**config.mk**
```make
export PLATFORM = sky130hd
export DESIGN_NAME = clk_div_prog
export DESIGN_NICKNAME = d
export VERILOG_FILES = /design/src/rtl/clk_div_prog.sv
export SDC_FILE = /design/constraint.sdc
export NUM_CORES = 1
export LEC_CHECK = 0
export BUFFER_PORTS_ARGS = -buffer_cell sky130_fd_sc_hd__buf_4
export CAP_MARGIN = 0
export CORE_MARGIN = 1.5
export CORE_UTILIZATION = 59
export DETAILED_ROUTE_END_ITERATION = 8
export PLACE_DENSITY = 0.91
export SYNTH_ARGS = -nofsm -noshare
export SYNTH_HDL_FRONTEND = slang
export SYNTH_SLANG_ARGS = --single-unit
```
**constraint.sdc**
```tcl
create_clock -name clk -period 4.5 [get_ports clk]
set_input_delay 0.45 -clock clk [delete_from_list [all_inputs] [get_ports clk]]
set_output_delay 0.45 -clock clk [all_outputs]
set_load 0.1 [all_outputs]
```
**src/rtl/clk_div_prog.sv**
```systemverilog
`timescale 1ns/1ps
// Programmable clock divider: clk_out = clk/N at 50% duty for even and odd N, with glitch-free divisor changes and stops.
// Latency: a new divisor applies at the next period wrap (or on IDLE->RUN); loads never stall, a later load overwrites the pending one.
module clk_div_prog #(
    parameter int unsigned WIDTH       = 8,
    parameter int unsigned DEFAULT_DIV = 3
) (
    input  logic             clk,
    input  logic             rst,
    input  logic             en,
    input  logic [WIDTH-1:0] div,
    input  logic             div_load,
    output logic             clk_out,
    output logic             tick,
    output logic [WIDTH-1:0] div_active,
    output logic             load_err
);
    typedef enum logic [1:0] {ST_IDLE, ST_RUN, ST_STOPPING} state_t;

    localparam logic [WIDTH-1:0] ONE     = WIDTH'(1);
    localparam logic [WIDTH:0]   ONE_X   = (WIDTH+1)'(1);
    localparam logic [WIDTH-1:0] DEF_DIV = WIDTH'(DEFAULT_DIV);

    state_t           r_state, w_state_nxt;
    logic [WIDTH-1:0] r_cnt, w_cnt_nxt;
    logic [WIDTH-1:0] r_div_active, w_div_nxt;
    logic [WIDTH-1:0] r_pend_val, w_pend_val_nxt;
    logic             r_pend_vld, w_pend_vld_nxt;
    logic             r_pos_q, w_pos_nxt;
    logic             r_neg_q;
    logic             r_tick, w_tick_nxt;
    logic             r_load_err;
    logic             w_load_ok, w_running, w_wrap, w_apply, w_run_nxt;
    logic [WIDTH:0]   w_half_nxt;

    assign w_load_ok = div_load && (div > ONE);
    assign w_running = (r_state != ST_IDLE);
    assign w_wrap    = w_running && (r_cnt == r_div_active - ONE);

    always_comb begin
        w_state_nxt    = r_state;
        w_cnt_nxt      = r_cnt;
        w_div_nxt      = r_div_active;
        w_pend_val_nxt = r_pend_val;
        w_pend_vld_nxt = r_pend_vld;
        w_apply        = 1'b0;

        if (w_load_ok) begin
            w_pend_val_nxt = div;
            w_pend_vld_nxt = 1'b1;
        end

        case (r_state)
            ST_IDLE: begin
                if (en) begin
                    w_state_nxt = ST_RUN;
                    w_cnt_nxt   = '0;
                    w_apply     = 1'b1;
                end
            end
            ST_RUN: begin
                if (w_wrap) begin
                    w_cnt_nxt = '0;
                    w_apply   = 1'b1;
                    if (!en) w_state_nxt = ST_IDLE;
                end else begin
                    w_cnt_nxt = r_cnt + ONE;
                    if (!en) w_state_nxt = ST_STOPPING;
                end
            end
            ST_STOPPING: begin
                if (w_wrap) begin
                    w_cnt_nxt   = '0;
                    w_apply     = 1'b1;
                    w_state_nxt = en ? ST_RUN : ST_IDLE;
                end else begin
                    w_cnt_nxt = r_cnt + ONE;
                    if (en) w_state_nxt = ST_RUN;
                end
            end
            default: w_state_nxt = ST_IDLE;
        endcase

        // A load arriving in the wrap cycle is already folded into the pending value here.
        if (w_apply && w_pend_vld_nxt) begin
            w_div_nxt      = w_pend_val_nxt;
            w_pend_vld_nxt = 1'b0;
        end

        w_run_nxt  = (w_state_nxt != ST_IDLE);
        w_half_nxt = ({1'b0, w_div_nxt} + ONE_X) >> 1;
        w_pos_nxt  = w_run_nxt && ({1'b0, w_cnt_nxt} < w_half_nxt);
        w_tick_nxt = w_run_nxt && (w_cnt_nxt == '0);
    end

    always_ff @(posedge clk) begin
        if (rst) begin
            r_state      <= ST_IDLE;
            r_cnt        <= '0;
            r_div_active <= DEF_DIV;
            r_pend_val   <= DEF_DIV;
            r_pend_vld   <= 1'b0;
            r_pos_q      <= 1'b0;
            r_tick       <= 1'b0;
            r_load_err   <= 1'b0;
        end else begin
            r_state      <= w_state_nxt;
            r_cnt        <= w_cnt_nxt;
            r_div_active <= w_div_nxt;
            r_pend_val   <= w_pend_val_nxt;
            r_pend_vld   <= w_pend_vld_nxt;
            r_pos_q      <= w_pos_nxt;
            r_tick       <= w_tick_nxt;
            r_load_err   <= div_load && (div <= ONE);
        end
    end

    // Half-cycle stage: follows pos_q for odd N and holds 1 for even N. Parity is taken from the
    // divisor of the upcoming edge, so a parity switch lands while pos_q is low and the AND stays glitch-free.
    always_ff @(negedge clk) begin
        if (rst) r_neg_q <= 1'b0;
        else     r_neg_q <= r_pos_q | ~w_div_nxt[0];
    end

    assign clk_out    = r_pos_q & r_neg_q;
    assign tick       = r_tick;
    assign div_active = r_div_active;
    assign load_err   = r_load_err;
endmodule

```
# Word level (Yosys, flattened, before mapping)
# Cells that the tools add are included.
op_classes:
  n_addsub: 3
  magnitude_cmp: 3
  eq_ne: 3
  mux: 16
  bitwise: 3
  reduce_logical: 12
ops:
  columns: ["op", "count"]
  rows:
  - ["$mux W8", 4]
  - ["$pmux W8 S2", 1]
  - ["$mux W2", 5]
  - ["$add A8 B1 Y9 const B", 1]
  - ["$add A8 B1 Y8 const B", 1]
  - ["$eq A8 B8 Y1", 1]
  - ["$gt A8 B1 Y1 const B", 1]
  - ["$le A8 B1 Y1 const B", 1]
  - ["$logic_not A8 Y1", 1]
  - ["$lt A8 B8 Y1", 1]
  - ["$sub A8 B1 Y8 const B", 1]
  - ["$logic_and A1 B1 Y1", 6]
  - ["$pmux W2 S3", 1]
  - ["$mux W1", 4]
  - ["$reduce_bool A2 Y1", 2]
  - ["$reduce_or A2 Y1", 2]
  - ["$eq A2 B1 Y1 const B", 1]
  - ["$eq A2 B2 Y1 const B", 1]
  - ["$logic_not A2 Y1", 1]
  - ["$pmux W1 S2", 1]
  - ["$and A1 B1 Y1", 1]
  - ["$not A1 Y1", 1]
  - ["$or A1 B1 Y1", 1]
totals:
  regBits: 31
  out_inout_bits: 11
  elab_cells: 49

# Longest topological paths before layout
# Gate-level depths: netlist of run 1.
logic_depth:
  ltp_word: 10
  ltp_mapped: 19
  mapped_depth_nobuf: 18

==> impl_results.md, run 1 <==
* Status: complete, no violations
* Dpl cell area at 2410 um^2
* Crit Path Category: register to register
* Detailed Routing Iterations Pass 1 at 5
* Met2 routed WL at 2780 um
* Worst hold endpoint: r_pend_val[4]$_SDFF_PP0_
* Slew HR at 70.6%
* CP Data Required Time at 2.51 ns
* Overall die area at 3990 um^2
* DIE WIDTH at 63.2 um
* Clock-pin slew of the registers on the worst-case setup and hold paths at 0.11 ns
* Core area at 3420 um^2
* Die Y at 63.2 um
* Fraction of registers with async set/reset at 0%
* Hold path cells at 3
* Design area at 2590 um^2
* Synth area leader: dfxtp_1
* Unique cell type count in the Yosys netlist at 50
* Row Count at 21
* Hold Path Class: input port to register
* I/O pin count at 23
* Layout cell share with drive strength beyond 1 at 24.0%
* Yosys reg bits at 31
* Initial antenna violation count at 0
* Max Buffers Root-to-Sink at 2
* Worst-Skew Late Latency at 0.39 ns
* Reg2Reg Capture Point: r_neg_q$_SDFF_NP0_
* Synth area leaders: dfxtp_1, ha_1, nor2_1
* Commonest cells post-synth: dfxtp_1, nor2_1, nand2_1
* Cell with the most instances after synthesis: dfxtp_1
* Post-synthesis cell area at 2140 um^2
* Syn nets at 290
* WP data arrival at 2.45 ns
* CTS tree: built
* Endpoints failing setup at 0
* Cts bufs inserted at 5
* Sequential area share after synthesis at 29.1%
* P&R area growth vs syn at 21.3%
* Vias/cell at 6.18
* Pleak at 1.10 nW
* Vias in the first global route at 2068
* WL/cell at 16.8 um
* WL met3 at 377 um
* Crit end category: register
* Max-capacitance violation count at 0
* Maximum VDD drop at 0.000195 V
* Initial drt markers at 222
* Via count at 2139
* DRC violations left at 0
* Fin. Hold Viols at 0
* Worst Max-Slew Pin Slew at 0.429 ns
* Clock Skew at 0.0515 ns
* Mapped Cells at 264
* Worst-case reg-to-reg path depth at 10
* Number of synthesized flops with an enable pin at 0
* Max Slew Vio Count at 0
* # hold bufs at CTS at 0
* Post-synth top flop: dfxtp_1
* Root Buffer: clkbuf_4
* M1 WL at 2460 um
* Port Buffers at 22
* GPL Wtd Cong at 0.892
* Worst hold start: div[4]
* PD cells at 312 nW/um^2
* Largest net degree at the start of global routing at 30
* Syn Area/Cell at 8.09 um^2
* Critical-path maximum fanout at 3
* Initial core utilization at 62.5%
* First-pass GRT wire length at 9560 um
* Routed Antenna Nets at 0
* DRT Wirelength at 5810 um
* Grt ovf at 0
* DP HPWL at 4050 um
* Total track usage at 30.0%
* Fin nets at 325
* Worst r2r src: div_active[0]$_SDFF_PP1_
* RSZ-0062 raised after global routing: yes
* Htree depth at 2
* Total power at 0.809 mW
* Clk sinks at 31
* Top sig layer: met4
* Startpoint types: register
* Yosys top cell area share at 29.1%
* Ant diodes at 0
* R2r setup slk at 0.06 ns
* Warnings from Yosys at 0
## state kept, by name, summed over array words and instances (netlist names)
signal,cells
div_active,8
r_pend_vld,1
r_pend_val,8
r_neg_q,1
tick,1
r_state,2
r_cnt,8
load_err,1
r_pos_q,1
## cell families (layout without fill, tap and decap cells)
kind of cell,Yosys count,count (layout),synth area share (%)
AND/OR/NAND/NOR,109,109,27.2
AO/OA/AOI/OAI,59,59,19.4
flip-flops,31,31,29.1
buffers and inverters,27,63,5.80
XOR/XNOR,16,16,6.56
adder cells (fa/ha/maj),14,14,8.20
multiplexers,8,8,3.75
## stage by stage
stage	hold slack, ns	std cells	utilization, %	worst slack [ns]	setup TNS [ns]
2_1_floorplan	0.471	264	-	-0.268	-0.268
3_3_place_gp	0.521	330	70.7	0.0473	0
3_5_place_dp	0.523	330	70.7	-0.0830	-0.0830
4_1_cts	0.381	344	74.6	-0.0229	-0.0229
5_1_grt	0.384	346	75.9	-0.0390	-0.0401
6_report	0.381	346	75.9	0.0601	0
## cell type report
class	count	area, um^2
Multi-Input combinational cell	206	1450
Clock buffer	6	62.6
Inverter	13	48.8
Sequential cell	31	651
Fill cell	235	825
Timing Repair Buffer	41	312
Tap cell	46	57.6
Clock inverter	3	12.5
## worst max path at each step
| stage | start | endpoint | slack [ns] | cells after the start |
|---|---|---|---|---|
| finish | div_active[0]$_SDFF_PP1_ | r_neg_q$_SDFF_NP0_ | 0.06 | 10 |
| global route | div_active[1]$_SDFF_PP1_ | r_neg_q$_SDFF_NP0_ | -0.04 | 10 |
| CTS | div_active[1]$_SDFF_PP1_ | r_neg_q$_SDFF_NP0_ | -0.02 | 10 |
| detailed placement | div_active[0]$_SDFF_PP1_ | r_neg_q$_SDFF_NP0_ | -0.08 | 10 |
| global placement | div[2] | r_neg_q$_SDFF_NP0_ | 0.05 | 9 |
| floorplan | div_active[0]$_SDFF_PP1_ | r_neg_q$_SDFF_NP0_ | -0.27 | 11 |
## timing repair
| action | 4_1_cts | 5_1_grt |
|---|---|---|
| setup endpoints to repair | 1 | 2 |
| gates resized for setup | 2 | 7 |
| pin swaps | 2 | 3 |
| setup buffers | 6 | 2 |
## placed cells by master, fill, tap and decap left out, types with 3 or more instances in the layout
cell	instances
a211oi_1	5
o21ai_0	7
nand4_1	8
a22oi_1	3
a21oi_1	9
dfxtp_1	23
nor2b_1	8
and3_1	4
nor3_1	5
nor2_1	27
ha_1	12
o211ai_1	3
xnor2_1	7
xor2_1	9
nand2b_1	6
buf_4	40
dfxtp_4	8
nand2_1	20
o21ai_1	5
nand3_1	11
a21o_1	7
clkbuf_4	5
inv_1	12
a31oi_1	4
inv_2	3
mux2i_1	8
## layer usage
metal,vias to the layer above,track usage (%)
met5,-,0
met4,0,11.7
met3,20,5.36
met2,111,51.1
met1,986,37.4
li1,1022,-
## worst max-delay path: stages (launching register included)
cell and delay [ns]:
dfxtp_4 0.37, inv_2 0.06, ha_4 0.13, or3b_4 0.41, nor4_4 0.16, o211ai_1 0.12, a311o_1 0.36, o31ai_4 0.21
nor2_1 0.09, a21oi_2 0.13, a21oi_1 0.08
## report_power, final
part | switching (mW) | internal, mW
registers | 0.0231 | 0.295
clock network | 0.109 | 0.0935
logic | 0.189 | 0.0995
Power figures use the tool's default switching activity.
==> run 2, diff against run 1 <==
- RECOVER_POWER: unset -> 100
==> run 2 against run 1 <==
Sequential cell count did not move. Setup slack improved by 0.0090 ns. Worst hold slack got worse by 0.0053 ns. Cell area fell by 1.9%. Routed wire length fell by 0.95%. Clock skew barely moved. Sequential power barely moved.
==> impl_results.md, run 2 (same netlist as run 1, synthesis figures left out) <==
* Status: complete, no violations
* Layout Cells excl Fill at 346 (unchanged)
* Largest net degree at the start of global routing at 30 (unchanged)
* WL met3 at 368 um (-2.4%)
* Htree depth at 2 (unchanged)
* Initial antenna violation count at 0 (unchanged)
* Cells after DPL at 330 (unchanged)
* M1 WL at 2420 um (-1.6%)
* Die Y at 63.2 um (unchanged)
* Root Buffer: clkbuf_4
* Hold path cells at 3 (unchanged)
* WL/cell at 16.6 um (-0.95%)
* CP max stage delay at 0.41 ns (about the same)
* CP Data Required Time at 2.52 ns (about the same)
* GPL Wtd Cong at 0.892 (unchanged)
* I/O pin count at 23 (unchanged)
* Design area at 2540 um^2 (-1.9%)
* Met2 routed WL at 2790 um (+0.68%)
* DRC violations left at 0 (unchanged)
* Pleak at 1.06 nW (-4.2%)
* Vias in the first global route at 2068 (unchanged)
* Slew HR at 20.2% (-50 points)
* Total track usage at 30.0% (unchanged)
* Slowest cell on crit path: or3b_4
* Reg2Reg Capture Point: r_neg_q$_SDFF_NP0_
* Fin. Hold Viols at 0 (unchanged)
* Overall die area at 3990 um^2 (unchanged)
* Ant diodes at 0 (unchanged)
* Clk sinks at 31 (unchanged)
* Layout cell share with drive strength beyond 1 at 20.0% (-4.0 points)
* Dpl cell area at 2410 um^2 (unchanged)
* Worst-case reg-to-reg path depth at 10 (unchanged)
* DIE WIDTH at 63.2 um (unchanged)
* RSZ-0062 raised after global routing: yes
* Hold Slack at 0.375 ns (-0.00528 ns)
* Worst-Skew Late Latency at 0.39 ns (about the same)
* Max-capacitance violation count at 0 (unchanged)
* Row Count at 21 (unchanged)
* Crit end category: register
* Most frequent cells in the layout: buf_4, nor2_1, dfxtp_1
* Commonest non-fill, non-tap cell in the layout: buf_4
* Worst hold start: div[4]
* Vias/cell at 6.20 (+0.28%)
* PD cells at 315 nW/um^2 (+0.89%)
* Max Buffers Root-to-Sink at 2 (unchanged)
* Initial drt markers at 205 (-7.7%)
* # hold bufs at CTS at 0 (unchanged)
* Cts bufs inserted at 5 (unchanged)
* DRT Wirelength at 5750 um (-0.95%)
* Port Buffers at 22 (unchanged)
* Detailed Routing Iterations Pass 1 at 5 (unchanged)
* Top sig layer: met4
* R2r setup slk at 0.07 ns (about the same)
* Clock Skew at 0.0516 ns (+0.000103 ns)
* Routed Antenna Nets at 0 (unchanged)
* Fin nets at 325 (unchanged)
* Via count at 2145 (+0.28%)
* Max Slew Vio Count at 0 (unchanged)
* Grt ovf at 0 (unchanged)
* Worst path cell trace: inv_2, ha_4, or3b_4, nor4_4, o211ai_1, a311o_1, o31ai_4, nor2_1, a21oi_2, a21oi_1
* Worst Max-Slew Pin Slew at 1.20 ns (+0.772 ns)
* Endpoints failing setup at 0 (unchanged)
* CTS tree: built
* Hold Path Class: input port to register
* Crit Path Category: register to register
* Startpoint types: register
* Initial core utilization at 62.5% (unchanged)
* WP data arrival at 2.45 ns (about the same)
* Critical-path maximum fanout at 3 (unchanged)
* Worst hold endpoint: r_pend_val[4]$_SDFF_PP0_
* Maximum VDD drop at 0.000194 V (-0.54%)
* Clock-pin slew of the registers on the worst-case setup and hold paths at 0.11 ns (about the same)
* Worst r2r src: div_active[0]$_SDFF_PP1_
* Core area at 3420 um^2 (unchanged)
* First-pass GRT wire length at 9560 um (unchanged)
* DP HPWL at 4050 um (unchanged)
* P&R area growth vs syn at 19.0%
* Aggregate negative setup slack at 0 ns (unchanged)
run 2: repair_timing:
| action | 4_1_cts | 5_1_grt |
|---|---|---|
| pin swaps | 2 | 3 |
| setup endpoints to repair | 1 | 2 |
| buffers inserted | 6 | 2 |
| resized for setup | 2 | 7 |
| cloned | 0 | 0 |
run 2: routing by layer:
layer,GRT usage [%],up-vias
met5,0,-
met4,11.7,0
met3,5.36,19
met2,51.1,97
met1,37.4,1007
li1,-,1022
run 2: area by class of cell:
| class | instances | area [um^2] |
|---|---|---|
| repair buffers | 41 | 270 |
| fillers | 255 | 873 |
| clock inverters | 3 | 12.5 |
| multi-input cells | 206 | 1440 |
| well taps | 46 | 57.6 |
| clock buffers | 6 | 62.6 |
| inverters | 13 | 48.8 |
| flip-flops and latches | 31 | 651 |
run 2: how the worst max path moves through the flow:
| stage | slack, ns | to | start | cells after the start |
|---|---|---|---|---|
| after floorplan | -0.27 | r_neg_q$_SDFF_NP0_ | div_active[0]$_SDFF_PP1_ | 11 |
| after global placement | 0.05 | r_neg_q$_SDFF_NP0_ | div[2] | 9 |
| after detailed placement | -0.08 | r_neg_q$_SDFF_NP0_ | div_active[0]$_SDFF_PP1_ | 10 |
| after CTS | -0.02 | r_neg_q$_SDFF_NP0_ | div_active[1]$_SDFF_PP1_ | 10 |
| after global routing | -0.04 | r_neg_q$_SDFF_NP0_ | div_active[1]$_SDFF_PP1_ | 10 |
| final | 0.07 | r_neg_q$_SDFF_NP0_ | div_active[0]$_SDFF_PP1_ | 10 |
run 2: report_power, final:
| group | switching, mW | internal [mW] |
|---|---|---|
| sequential | 0.0231 | 0.295 |
| combinational | 0.188 | 0.0918 |
| clock | 0.110 | 0.0935 |
run 2: worst max-delay path, delay by kind of cell (launching register included):
kind,cells,cell delay [ns]
adders and majority gates,1,0.13
buffers and inverters,1,0.06
DFF,1,0.37
and+or+nand+nor,3,0.66
AOI/OAI and AO/OA,5,0.89
run 2: metrics by stage:
| step | util [%] | power [mW] | worst slack [ns] |
|---|---|---|---|
| floorplan | - | 0.527 | -0.268 |
| global placement | 70.7 | 0.581 | 0.0473 |
| detailed placement | 70.7 | 0.588 | -0.0830 |
| CTS | 74.6 | 0.789 | -0.0229 |
| global route | 74.4 | 0.839 | -0.0390 |
| finish | 74.4 | 0.801 | 0.0691 |
==> run 3, diff against run 2 <==
- CORE_UTILIZATION: 59 -> 60
- CTS_BUF_LIST: unset -> sky130_fd_sc_hd__clkbuf_4
- PLACE_DENSITY: 0.91 -> 0.92
==> run 3 against run 2 <==
Routed wire length down 9.2%. Cell area down 2.7%. Critical path depth unchanged. Register-to-register slack worse by 0.06 ns. Non-clock buffer count down 6. Global-route usage down 2.5 points. Total power up 0.43%. Final cell count down 1.7%. First-iteration DRC count down 18%. Combinational power down 5%. Largest power group unchanged. Largest cell class unchanged. Clock skew up 0.0058 ns. Clock power up 9.8%.
==> impl_results.md, run 3 (same netlist as run 1, synthesis figures left out) <==
* Initial antenna violation count at 0 (unchanged)
* Overall die area at 3930 um^2 (-1.6%)
* Pleak at 1.02 nW (-3.2%)
* Commonest non-fill, non-tap cell in the layout: nor2_1
* Cells after DPL at 330 (unchanged)
* Dpl cell area at 2410 um^2 (unchanged)
* Crit end category: register
* Vias in the first global route at 1909 (-7.7%)
* Detailed Routing Iterations Pass 1 at 5 (unchanged)
* Initial drt markers at 168 (-18%)
* Status: complete, no violations
* Row Count at 21 (unchanged)
* Htree depth at 2 (unchanged)
* Fin. Hold Viols at 0 (unchanged)
* Cell mode on critical path: nor2_1
* Root Buffer: clkbuf_4
* Die Y at 62.7 um (-0.80%)
* Worst hold start: div[4]
* Clock-pin slew of the registers on the worst-case setup and hold paths at 0.12 ns (about the same)
* Slowest cell on crit path: a311o_1
* Most frequent cells in the layout: nor2_1, dfxtp_1, buf_4
* CP Data Required Time at 2.51 ns (about the same)
* WL/cell at 15.4 um (-7.6%)
* Worst hold endpoint: r_pend_val[4]$_SDFF_PP0_
* Worst Max-Slew Pin Slew at 1.18 ns (-0.0261 ns)
* R2r setup slk at 0.01 ns (-0.06 ns)
* P&R area growth vs syn at 15.9%
* Cts bufs inserted at 5 (unchanged)
* Sequential power share at 39.4% (-0.3 points)
* Net switching power at 0.311 mW (-3.2%)
* # hold bufs at CTS at 0 (unchanged)
* Initial core utilization at 63.5% (+0.98 points)
* PD cells at 325 nW/um^2 (+3.2%)
* Clock Skew at 0.0575 ns (+0.00583 ns)
* Hold Path Class: input port to register
* Worst-case reg-to-reg path depth at 10 (unchanged)
* Maximum VDD drop at 0.000265 V (+37%)
* Area taken by multi-input logic gates at 1420 um^2 (-1.7%)
* DRC violations left at 0 (unchanged)
* Fin nets at 319 (-1.8%)
* RSZ-0062 raised after global routing: yes
* Ant diodes at 0 (unchanged)
* Power share of the combinational group at 32.8% (-2.1 points)
* Startpoint types: register
* Seq. cell area at 651 um^2 (unchanged)
* Final core occ at 73.6% (-0.85 points)
* DP HPWL at 3860 um (-4.7%)
* Via count at 2083 (-2.9%)
* CP max stage delay at 0.40 ns (about the same)
* Clk sinks at 31 (unchanged)
* Layout cell share with drive strength beyond 1 at 17.3% (-2.7 points)
* Switching Share at 38.6% (-1.5 points)
* Vias/cell at 6.13 (-1.2%)
* Layout Cells excl Fill at 340 (-1.7%)
* Total track usage at 27.5% (-2.5 points)
* Clock group share of total power at 27.8% (+2.4 points)
* Core area at 3360 um^2 (-1.5%)
* I/O pin count at 23 (unchanged)
* DRT Wirelength at 5230 um (-9.2%)
* Worst-Skew Late Latency at 0.38 ns (about the same)
* Internal power at 0.494 mW (+2.9%)
* Layout fillers at 280 (+9.8%)
* Grt ovf at 0 (unchanged)
* Crit Path Category: register to register
* Max Slew Vio Count at 0 (unchanged)
* GPL Wtd Cong at 0.894 (+0.15%)
* Critical-path maximum fanout at 5 (+2)
* Hold path cells at 3 (unchanged)
* CTS tree: built
* Reg2Reg Capture Point: r_neg_q$_SDFF_NP0_
* DIE WIDTH at 62.7 um (-0.80%)
* Largest net degree at the start of global routing at 30 (unchanged)
* Slew HR at 22.0% (+1.7 points)
* Port Buffers at 22 (unchanged)
* WP data arrival at 2.49 ns (+0.04 ns)
* First-pass GRT wire length at 8630 um (-9.7%)
* Worst path cell trace: inv_2, ha_4, or3b_4, nor2_1, a32oi_1, a311o_1, o31ai_4, nor2_1, a21oi_2, a21oi_1
* Design area at 2470 um^2 (-2.7%)
* Endpoints failing setup at 0 (unchanged)
* Max Buffers Root-to-Sink at 2 (unchanged)
* Max-capacitance violation count at 0 (unchanged)
* Worst r2r src: div_active[0]$_SDFF_PP1_
* Routed Antenna Nets at 0 (unchanged)
## run 3: power groups by stage
stage	clock network [mW]	registers, mW	logic (mW)
global placement	0.00278	0.322	0.255
global route	0.238	0.320	0.284
detailed placement	0.00278	0.323	0.260
finish	0.224	0.317	0.264
floorplan	0.00278	0.375	0.149
CTS	0.223	0.317	0.262
## run 3: final cells by class
class                           instances  area share, %
Tap cell                               46           2.33
Clock inverter                          4           1.72
Sequential cell                        31           26.3
Inverter                               13           1.97
Multi-Input combinational cell        206           57.2
Timing Repair Buffer                   35           8.95
Clock buffer                            5           1.52
## run 3: per-layer routing
metal | global-route usage [%] | part of all wire, % | vias to the layer above
met5 | 0 | 0 | -
li1 | - | - | 1008
met2 | 46.9 | 49 | 104
met1 | 35.0 | 42 | 962
met3 | 4.50 | 7.1 | 9
met4 | 9.72 | 2.0 | 0
## run 3: how the worst max path moves through the flow
stage / slack, ns / end / start
2_1_floorplan: -0.27 / r_neg_q$_SDFF_NP0_ / div_active[0]$_SDFF_PP1_
3_3_place_gp: 0.05 / r_neg_q$_SDFF_NP0_ / div[2]
3_5_place_dp: -0.03 / r_neg_q$_SDFF_NP0_ / div[2]
4_1_cts: 0.03 / r_neg_q$_SDFF_NP0_ / div_active[0]$_SDFF_PP1_
5_1_grt: -0.11 / r_neg_q$_SDFF_NP0_ / div_active[0]$_SDFF_PP1_
6_report: 0.01 / r_neg_q$_SDFF_NP0_ / div_active[0]$_SDFF_PP1_
## run 3: what timing repair did
| item | CTS | global route |
|---|---|---|
| pin swaps | 0 | 0 |
| gates resized for setup | 1 | 4 |
| setup endpoints to repair | 1 | 2 |
| buffers inserted | 0 | 2 |
## run 3: metrics by stage
stage | power, mW | TNS, ns | hold WS [ns] | setup WS (ns)
global route | 0.842 | -0.112 | 0.410 | -0.112
finish | 0.804 | 0 | 0.415 | 0.0140
global placement | 0.579 | 0 | 0.513 | 0.0527
floorplan | 0.527 | -0.268 | 0.471 | -0.268
CTS | 0.802 | 0 | 0.398 | 0.0259
detailed placement | 0.586 | -0.0334 | 0.526 | -0.0334
## run 3: critical path, delay by kind of cell (launching register included)
family                   cells  cell delay (ns)
adder cells (fa/ha/maj)      1             0.13
buffers and inverters        1             0.07
AO/OA/AOI/OAI                5             0.93
AND/OR/NAND/NOR              3             0.62
flip-flops                   1             0.38
